$ cat config.mk
export PLATFORM = sky130hd
export DESIGN_NAME = lock_controller
export DESIGN_NICKNAME = d
export VERILOG_FILES = /design/src/rtl/security_pkg.sv /design/src/rtl/rise_detect.sv /design/src/rtl/lock_controller.sv
export SDC_FILE = /design/constraint.sdc
export NUM_CORES = 1
export LEC_CHECK = 0
export CORE_MARGIN = 3
export CORE_UTILIZATION = 40
export CTS_BUF_LIST = sky130_fd_sc_hd__clkbuf_8
export DETAILED_ROUTE_END_ITERATION = 10
export HOLD_SLACK_MARGIN = 0.06
export PLACE_DENSITY = 0.6
export SYNTH_ARGS = -nofsm -noshare
export SYNTH_HDL_FRONTEND = slang
export SYNTH_SLANG_ARGS = --single-unit
$ cat constraint.sdc
create_clock -name clk -period 5.3 [get_ports clk]
set_input_delay 1.325 -clock clk [delete_from_list [all_inputs] [get_ports clk]]
set_output_delay 1.325 -clock clk [all_outputs]
set_load 0.02 [all_outputs]
$ cat src/rtl/security_pkg.sv
// Shared lock-controller types and widths; latency: n/a (declarations only).
// Backpressure: n/a.
package security_pkg;

    localparam int PW_WIDTH    = 16;
    localparam int DIGIT_COUNT = 4;

    typedef enum logic [2:0] {
        LOCKED,
        CHECK,
        UNLOCKED,
        SET_PW,
        LOCKOUT
    } lock_state_t;

    // Wide enough to hold the larger of the two dwell counts; never zero bits.
    function automatic int timer_width(input int a, input int b);
        int m;
        m = (a > b) ? a : b;
        return (m > 1) ? $clog2(m) : 1;
    endfunction

endpackage

$ cat src/rtl/rise_detect.sv
// 1-bit rising-edge detector with history reset to 1; combinational rise from registered history.
// Backpressure: none; a level held high yields a single pulse.
module rise_detect (
    input  logic clk,
    input  logic reset,
    input  logic din,
    output logic rise
);

    logic din_q;

    // History resets high so a level already asserted at reset release is not an edge.
    always_ff @(posedge clk) begin
        if (reset) din_q <= 1'b1;
        else       din_q <= din;
    end

    assign rise = din & ~din_q;

endmodule

$ cat src/rtl/lock_controller.sv
// Password lock FSM with attempt counting, lockout alarm and password change; verdict 2 edges after enter.
// Backpressure: none; key edges outside the states that use them are dropped.
module lock_controller
    import security_pkg::*;
#(
    parameter logic [PW_WIDTH-1:0] DEFAULT_PASSWORD = 16'h1234,
    parameter int                  MAX_ATTEMPTS     = 3,
    parameter int                  UNLOCK_CYCLES    = 500,
    parameter int                  LOCKOUT_CYCLES   = 1000
) (
    input  logic                clk,
    input  logic                reset,
    input  logic [PW_WIDTH-1:0] digits,
    input  logic                storageFull,
    input  logic                enter,
    input  logic                newPassword,
    output logic                unlocked,
    output logic                alarm,
    output logic [3:0]          attemptsLeft,
    output logic                badAttempt,
    output logic                pwUpdated,
    output logic                clearEntry
);

    localparam int         TW        = timer_width(UNLOCK_CYCLES, LOCKOUT_CYCLES);
    localparam logic [3:0] MAX_CNT   = 4'(MAX_ATTEMPTS);
    localparam logic [TW-1:0] UNLOCK_LAST  = TW'(UNLOCK_CYCLES - 1);
    localparam logic [TW-1:0] LOCKOUT_LAST = TW'(LOCKOUT_CYCLES - 1);

    lock_state_t         state, state_nxt;
    logic [PW_WIDTH-1:0] password, password_nxt;
    logic [PW_WIDTH-1:0] lat_digits, lat_digits_nxt;
    logic                lat_full, lat_full_nxt;
    logic [3:0]          fail_count, fail_count_nxt, fail_inc;
    logic [TW-1:0]       timer, timer_nxt;
    logic                timer_run;
    logic                bad_nxt, upd_nxt, clr_nxt;
    logic                ent_rise, np_rise;

    rise_detect u_ent_rise (
        .clk   (clk),
        .reset (reset),
        .din   (enter),
        .rise  (ent_rise)
    );

    rise_detect u_np_rise (
        .clk   (clk),
        .reset (reset),
        .din   (newPassword),
        .rise  (np_rise)
    );

    assign fail_inc = fail_count + 4'd1;

    always_ff @(posedge clk) begin
        if (reset) begin
            state      <= LOCKED;
            password   <= DEFAULT_PASSWORD;
            lat_digits <= '0;
            lat_full   <= 1'b0;
            fail_count <= 4'd0;
            timer      <= '0;
            badAttempt <= 1'b0;
            pwUpdated  <= 1'b0;
            clearEntry <= 1'b0;
        end else begin
            state      <= state_nxt;
            password   <= password_nxt;
            lat_digits <= lat_digits_nxt;
            lat_full   <= lat_full_nxt;
            fail_count <= fail_count_nxt;
            timer      <= timer_nxt;
            badAttempt <= bad_nxt;
            pwUpdated  <= upd_nxt;
            clearEntry <= clr_nxt;
        end
    end

    always_comb begin
        state_nxt      = state;
        password_nxt   = password;
        lat_digits_nxt = lat_digits;
        lat_full_nxt   = lat_full;
        fail_count_nxt = fail_count;
        timer_run      = 1'b0;
        bad_nxt        = 1'b0;
        upd_nxt        = 1'b0;
        clr_nxt        = 1'b0;

        case (state)
            LOCKED: begin
                if (ent_rise) begin
                    lat_digits_nxt = digits;
                    lat_full_nxt   = storageFull;
                    clr_nxt        = 1'b1;
                    state_nxt      = CHECK;
                end
            end
            CHECK: begin
                if (lat_full && (lat_digits == password)) begin
                    fail_count_nxt = 4'd0;
                    state_nxt      = UNLOCKED;
                end else begin
                    bad_nxt        = 1'b1;
                    fail_count_nxt = fail_inc;
                    state_nxt      = (fail_inc == MAX_CNT) ? LOCKOUT : LOCKED;
                end
            end
            UNLOCKED: begin
                timer_run = 1'b1;
                // Enter wins over newPassword when both rise together.
                if (ent_rise) begin
                    clr_nxt   = 1'b1;
                    state_nxt = LOCKED;
                end else if (np_rise) begin
                    clr_nxt   = 1'b1;
                    state_nxt = SET_PW;
                end else if (timer == UNLOCK_LAST) begin
                    state_nxt = LOCKED;
                end
            end
            SET_PW: begin
                timer_run = 1'b1;
                if (ent_rise) begin
                    clr_nxt   = 1'b1;
                    state_nxt = LOCKED;
                    if (storageFull) begin
                        password_nxt = digits;
                        upd_nxt      = 1'b1;
                    end
                end else if (timer == UNLOCK_LAST) begin
                    state_nxt = LOCKED;
                end
            end
            LOCKOUT: begin
                timer_run = 1'b1;
                if (timer == LOCKOUT_LAST) begin
                    fail_count_nxt = 4'd0;
                    state_nxt      = LOCKED;
                end
            end
            default: state_nxt = LOCKED;
        endcase

        timer_nxt = ((state_nxt != state) || !timer_run) ? '0 : timer + 1'b1;
    end

    assign unlocked     = (state == UNLOCKED) || (state == SET_PW);
    assign alarm        = (state == LOCKOUT);
    assign attemptsLeft = MAX_CNT - fail_count;

endmodule

==> flow_metrics.tcl, run 1 <==
set metrics [dict create \
    synth_edf_count 0 \
    wl_met1_microns 2510 \
    synth.most_common_cell "nand2_1" \
    place.gp.congestion 0.771 \
    cp_max_fo 11 \
    cts_tree "yes" \
    synth_area_leaders "dfxtp_1 45%, nand2_1 11%, xor2_1 7.4%" \
    place.port_buffers 29 \
    r2r_cells 4 \
    startpoint_type "flip-flop" \
    grt_pass1_vias 1799 \
    combPwrFrac_pct 6.4 \
    cp_top_family "buffers and inverters" \
    avgSynthCellArea_sq_um 8.32 \
    remaining_drc_errors 0 \
    worstSetupPathType "flip-flop to primary output" \
    slew_violations 0 \
    drtAntennaViolNets 0 \
    rows 28 \
    cp.depth 2 \
    netlist_area_sq_um 2470 \
    p_int_uw 542 \
    clk-insertion-delay-late_ps 320 \
    drive_gt1_share_pct 7.45 \
    clock_path_buffers 2 \
    dieArea_sq_um 7160 \
    power_switching_uw 170 \
    cts_sinks 55 \
    synth-main-ff-cell "dfxtp_1" \
    required_ps 3970 \
    seq_power_share_pct 59.5 \
    ys_top_cells_by_count "75 x nand2_1, 55 x dfxtp_1, 31 x a21oi_1" \
    switching_share_pct 23.9 \
    clk_pin_slew_worst_paths_ps 110 \
    netlist_instances 297 \
    die_y_microns 84.6 \
    rsz0062_at_grt "false" \
    cts_htree_levels 2 \
    whs_ps 465 \
    cts_buffers 5 \
    yosysWarnings 0 \
    hold_buffers 0 \
    crit_chain "nor2b_1, clkdlybuf4s50_1" \
    viasPerCell 4.89 \
    drt-total-wl_microns 4840 \
    critPathBufInv 1 \
    status "finished, final reports clean" \
    post-cts-setup-buffer-count 0 \
    yosys.area.top_type_share_pct 44.6 \
    tns_ps 0 \
    finalCritPeriodShare_pct 60.9 \
    yosys.area.top_type "dfxtp_1" \
    dp_hpwl_microns 3230 \
    wl_per_cell_microns 12.2 \
    finClkSkew_ps 17.3 \
    top_layer "met4" \
    min_delay_path_depth 2 \
    cts_root_buf "clkbuf_8" \
    drtPass1Iterations 4 \
    ys_ff_latch 55 \
    fmax_mhz 310 \
    grt_max_degree 44 \
    slowest_stage "clkdlybuf4s50_1" \
    cp_data_arrival_time_ps 1910 \
    vias 1942 \
    slowest_delay_ps 680 \
    postLayoutCoreUtil_pct 48.1 \
    drtIter0Drc 58 \
    hold_path.class "flip-flop to flip-flop" \
    peakVddDrop_uv 133 \
    dr_wl_met2_microns 2110 \
    diodes 0 \
    powerDensity_nw_per_um2 248 \
    grt_usage_pct 13.9 \
    slew_headroom_pct 50.5 \
    maxCapViolCount 0 \
    chipWidth_microns 84.6 \
    async_flop_share_pct 0 \
    power_frac_clock_pct 34.1 \
    ioPinCount 30 \
    synth.distinct_cells 46 \
    hold_viol 0 \
    synth_nets 321 \
    fin_crit_ps 3230 \
    post-place-cells 389 \
    tightestPinTransition_ps 740 \
    grt_overflow 0 \
    coreArea_sq_um 5960 \
    grt_pass1_wl_microns 8180 \
    cts_resized 0 \
    fin_cells 397 \
    fillCellCount 599 \
    ys_seq_area_share_pct 44.6 \
    setup_viol 0 \
    areaGrowthSynthToFinish_pct 15.9 \
    antenna_found_initial 0 \
    nets 345 \
    start_util_pct 41.5 \
    leakagePower_nw 1.05 \
    endpoint_kind "primary output" \
    dr_wl_met3_microns 169 \
]
-- per-stage QoR --
step	setup WS [ps]	power [mW]	cell area (sq um)
CTS	2020	0.726	2870
global placement	2130	0.479	2770
detailed placement	2110	0.479	2770
floorplan	2790	0.456	2470
finish	2070	0.712	2870
global route	1960	0.751	2870
-- placed cells by master, fill, tap and decap left out, types with 2 or more instances in the layout --
cell type and instances:
or3_1 2, xnor2_1 5, nor3b_1 3, o21ai_0 3, nor3_1 3, and3_1 2, nand2b_1 2, dfxtp_1 55
a21oi_1 31, inv_1 3, ha_1 3, or2_2 4, clkdlybuf4s50_1 29, clkinv_4 2, nand3b_1 5, and2_2 2
buf_4 3, nand3_1 13, o32ai_1 2, o31ai_1 2, nor2_1 21, nor2b_1 2, clkbuf_8 5, nand2_1 75
xor2_1 21, nor4_1 5
-- path summary, 6_finish.rpt --
path	start	to	slack, ps
hold reg to reg	lat_full	lat_full	460
hold / removal	lat_full	lat_full	460
setup / recovery	state[1]	unlocked	2070
setup reg to reg	state[1]	password[8]	3250
-- logic make-up after synthesis --
family	count (synthesis)	synth area share, %
buffers and inverters	18	4.91
flip-flops	55	44.6
XOR/XNOR	26	9.22
adder cells (fa/ha/maj)	3	1.52
AND/OR/NAND/NOR	150	29.4
AO/OA/AOI/OAI	45	10.4
-- per-layer routing --
metal,up-vias,track usage (%)
li1,1035,-
met1,878,19.5
met2,25,21.0
met3,4,3.34
met4,0,4.75
met5,-,0
-- worst register-to-register path, cell delays in order, from the launching register on --
cell and delay, ps:
dfxtp_1 550, nor2b_1 370, nand4_1 650, nand2_1 250, a21oi_1 90
-- power by group through the flow --
stage / registers [mW] / clock network [mW] / logic, mW
2_1_floorplan: 0.432 / 0 / 0.0233
3_3_place_gp: 0.433 / 0 / 0.0458
3_5_place_dp: 0.433 / 0 / 0.0458
4_1_cts: 0.424 / 0.257 / 0.0461
5_1_grt: 0.425 / 0.277 / 0.0496
6_report: 0.423 / 0.243 / 0.0455
-- registers in the layout (all words and copies together) (netlist names) --
name              cells
fail_count            4
u_ent_rise.din_q      1
password             16
lat_full              1
pwUpdated             1
state                 3
u_np_rise.din_q       1
clearEntry            1
badAttempt            1
timer                10
lat_digits           16
-- cell type report --
cell class                 count  area [sq um]  share of cell area [%]
timing repair buffer          32           313                    10.9
inverter                       3          11.3                   0.393
clock buffer                   5          68.8                    2.40
multi-input combinational    224          1250                    43.6
clock inverter                 3          28.8                    1.00
sequential                    55          1100                    38.4
tap                           75          93.8                    3.28
(Power assumes the default switching activity.)
==> inputs of run 2 (changes only) <==
==> constraint.sdc (replaced) <==
create_clock -name clk -period 3.1 [get_ports clk]
set_input_delay 0.775 -clock clk [delete_from_list [all_inputs] [get_ports clk]]
set_output_delay 0.775 -clock clk [all_outputs]
set_load 0.02 [all_outputs]
==> run 2 against run 1 <==
Compared with the run above:
- cell area grew 0.35%
- setup slack lost 1500 ps
- via count grew 2.1%
- largest cell class unchanged
- non-clock buffer count grew 2
- largest power group unchanged
- clock power grew 69%
- sequential share of layout area shrank 0.13 points
- critical path depth is the same
- first-iteration DRC count grew 38%
- critical path type unchanged
- global-route usage grew 0.20 points
==> flow_metrics.tcl, run 2 (synthesized netlist as in run 1, its figures left out) <==
set metrics [dict create \
    cp_top_family "buffers and inverters" \
    drtIter0Drc 80 \
    whs_ps 470 \
    dp_hpwl_microns 3360 \
    cts_root_buf "clkbuf_8" \
    grt_usage_pct 14.1 \
    finClkSkew_ps 13.6 \
    reg2reg_setup_slack_ps 1200 \
    cp_data_arrival_time_ps 1800 \
    status "finished, final reports clean" \
    place.gp.congestion 0.769 \
    nets 347 \
    place.port_buffers 29 \
    clk_pin_slew_worst_paths_ps 100 \
    final_cell_mix "75 x nand2_1, 55 x dfxtp_1, 31 x a21oi_1" \
    met2_usage_pct 22.7 \
    slowest_stage "clkdlybuf4s50_1" \
    grt_pass1_vias 1880 \
    tns_ps 0 \
    chipWidth_microns 84.6 \
    drtAntennaViolNets 0 \
    finalCritPeriodShare_pct 83.0 \
    ioPinCount 30 \
    vias 1983 \
    startpoint_type "flip-flop" \
    slowest_delay_ps 660 \
    grt_pass1_wl_microns 8440 \
    leakagePower_nw 1.06 \
    drive_gt1_share_pct 8.02 \
    grt_max_degree 39 \
    cp.depth 2 \
    mostFrequentLayoutCell "nand2_1" \
    wl_per_cell_microns 12.3 \
    hold_buffers 0 \
    antenna_found_initial 0 \
    drtPass1Iterations 4 \
    grt_util_met1_pct 19.6 \
    grt_overflow 0 \
    crit_chain "nor3b_1, clkdlybuf4s50_1" \
    hold_viol 0 \
    start_util_pct 41.5 \
    cts_sinks 55 \
    clk-insertion-delay-late_ps 310 \
    required_ps 2320 \
    dieArea_sq_um 7160 \
    maxCapViolCount 0 \
    peakVddDrop_uv 196 \
    coreArea_sq_um 5960 \
    fmax_mhz 388 \
    slew_headroom_pct 67.5 \
    fin_crit_ps 2570 \
    min_delay_path_depth 2 \
    critPathBufInv 1 \
    cp_max_fo 11 \
    remaining_drc_errors 0 \
    r2r_cells 6 \
    slew_violations 0 \
    hold_path.class "flip-flop to flip-flop" \
    setup_viol 0 \
    reg_top3 "lat_digits x16, password x16, timer x10" \
    tightestPinTransition_ps 487 \
    drt-total-wl_microns 4900 \
    use_met3_pct 2.16 \
    clock_path_buffers 2 \
    powerDensity_nw_per_um2 421 \
    top_usage_layer "met2" \
    cts_htree_levels 2 \
    cts_resized 0 \
    areaGrowthSynthToFinish_pct 16.4 \
    viasPerCell 4.97 \
    rows 28 \
    worstSetupPathType "flip-flop to primary output" \
    diodes 0 \
    fillCellCount 617 \
    die_y_microns 84.6 \
    cts_buffers 5 \
    cts_tree "yes" \
    post-cts-setup-buffer-count 0 \
    rsz0062_at_grt "false" \
    endpoint_kind "primary output" \
]
run 2: layout make-up:
type	instances	area (sq um)	share of cell area (%)
multi-input cells	224	1250	43.4
flip-flops and latches	55	1100	38.3
repair buffers	34	328	11.4
well taps	75	93.8	3.26
clock buffers	5	68.8	2.39
clock inverters	3	23.8	0.827
inverters	3	11.3	0.392
run 2: routing by layer:
layer  routed length (microns)  part of all wire, %  vias to the layer above
met3                       147                  3.0                        5
met5                         0                    0                        -
met4                        59                  1.2                        0
li1                          -                    -                     1042
met1                      2460                   50                      904
met2                      2240                   46                       32
run 2: worst min-delay path: cells and delay by family, from the launching register on:
kind               cells  cell delay [ps]
DFF                    1              330
and+or+nand+nor        1               50
AOI/OAI and AO/OA      1               50
run 2: final timing paths:
kind                                    start       endpoint
worst max register to register       timer[0]       timer[5]
worst max-delay path                 state[2]          alarm
worst min register to register  lat_digits[8]  lat_digits[8]
worst min-delay path            lat_digits[8]  lat_digits[8]
run 2: report_power, final:
group	internal [mW]	switching, mW	total [mW]
sequential	0.716	0.00711	0.724
clock	0.164	0.246	0.410
combinational	0.0415	0.0367	0.0781
total	0.922	0.290	1.21
run 2: stage by stage:
| step | util [%] | power [mW] | instances | instance area [sq um] | worst slack [ps] |
|---|---|---|---|---|---|
| 2_1_floorplan | - | 0.779 | 297 | 2470 | 1140 |
| 3_3_place_gp | 46.7 | 0.818 | 391 | 2780 | 526 |
| 3_5_place_dp | 46.7 | 0.819 | 391 | 2780 | 475 |
| 4_1_cts | 48.3 | 1.23 | 399 | 2880 | 507 |
| 5_1_grt | 48.3 | 1.26 | 399 | 2880 | 403 |
| 6_report | 48.3 | 1.21 | 399 | 2880 | 525 |
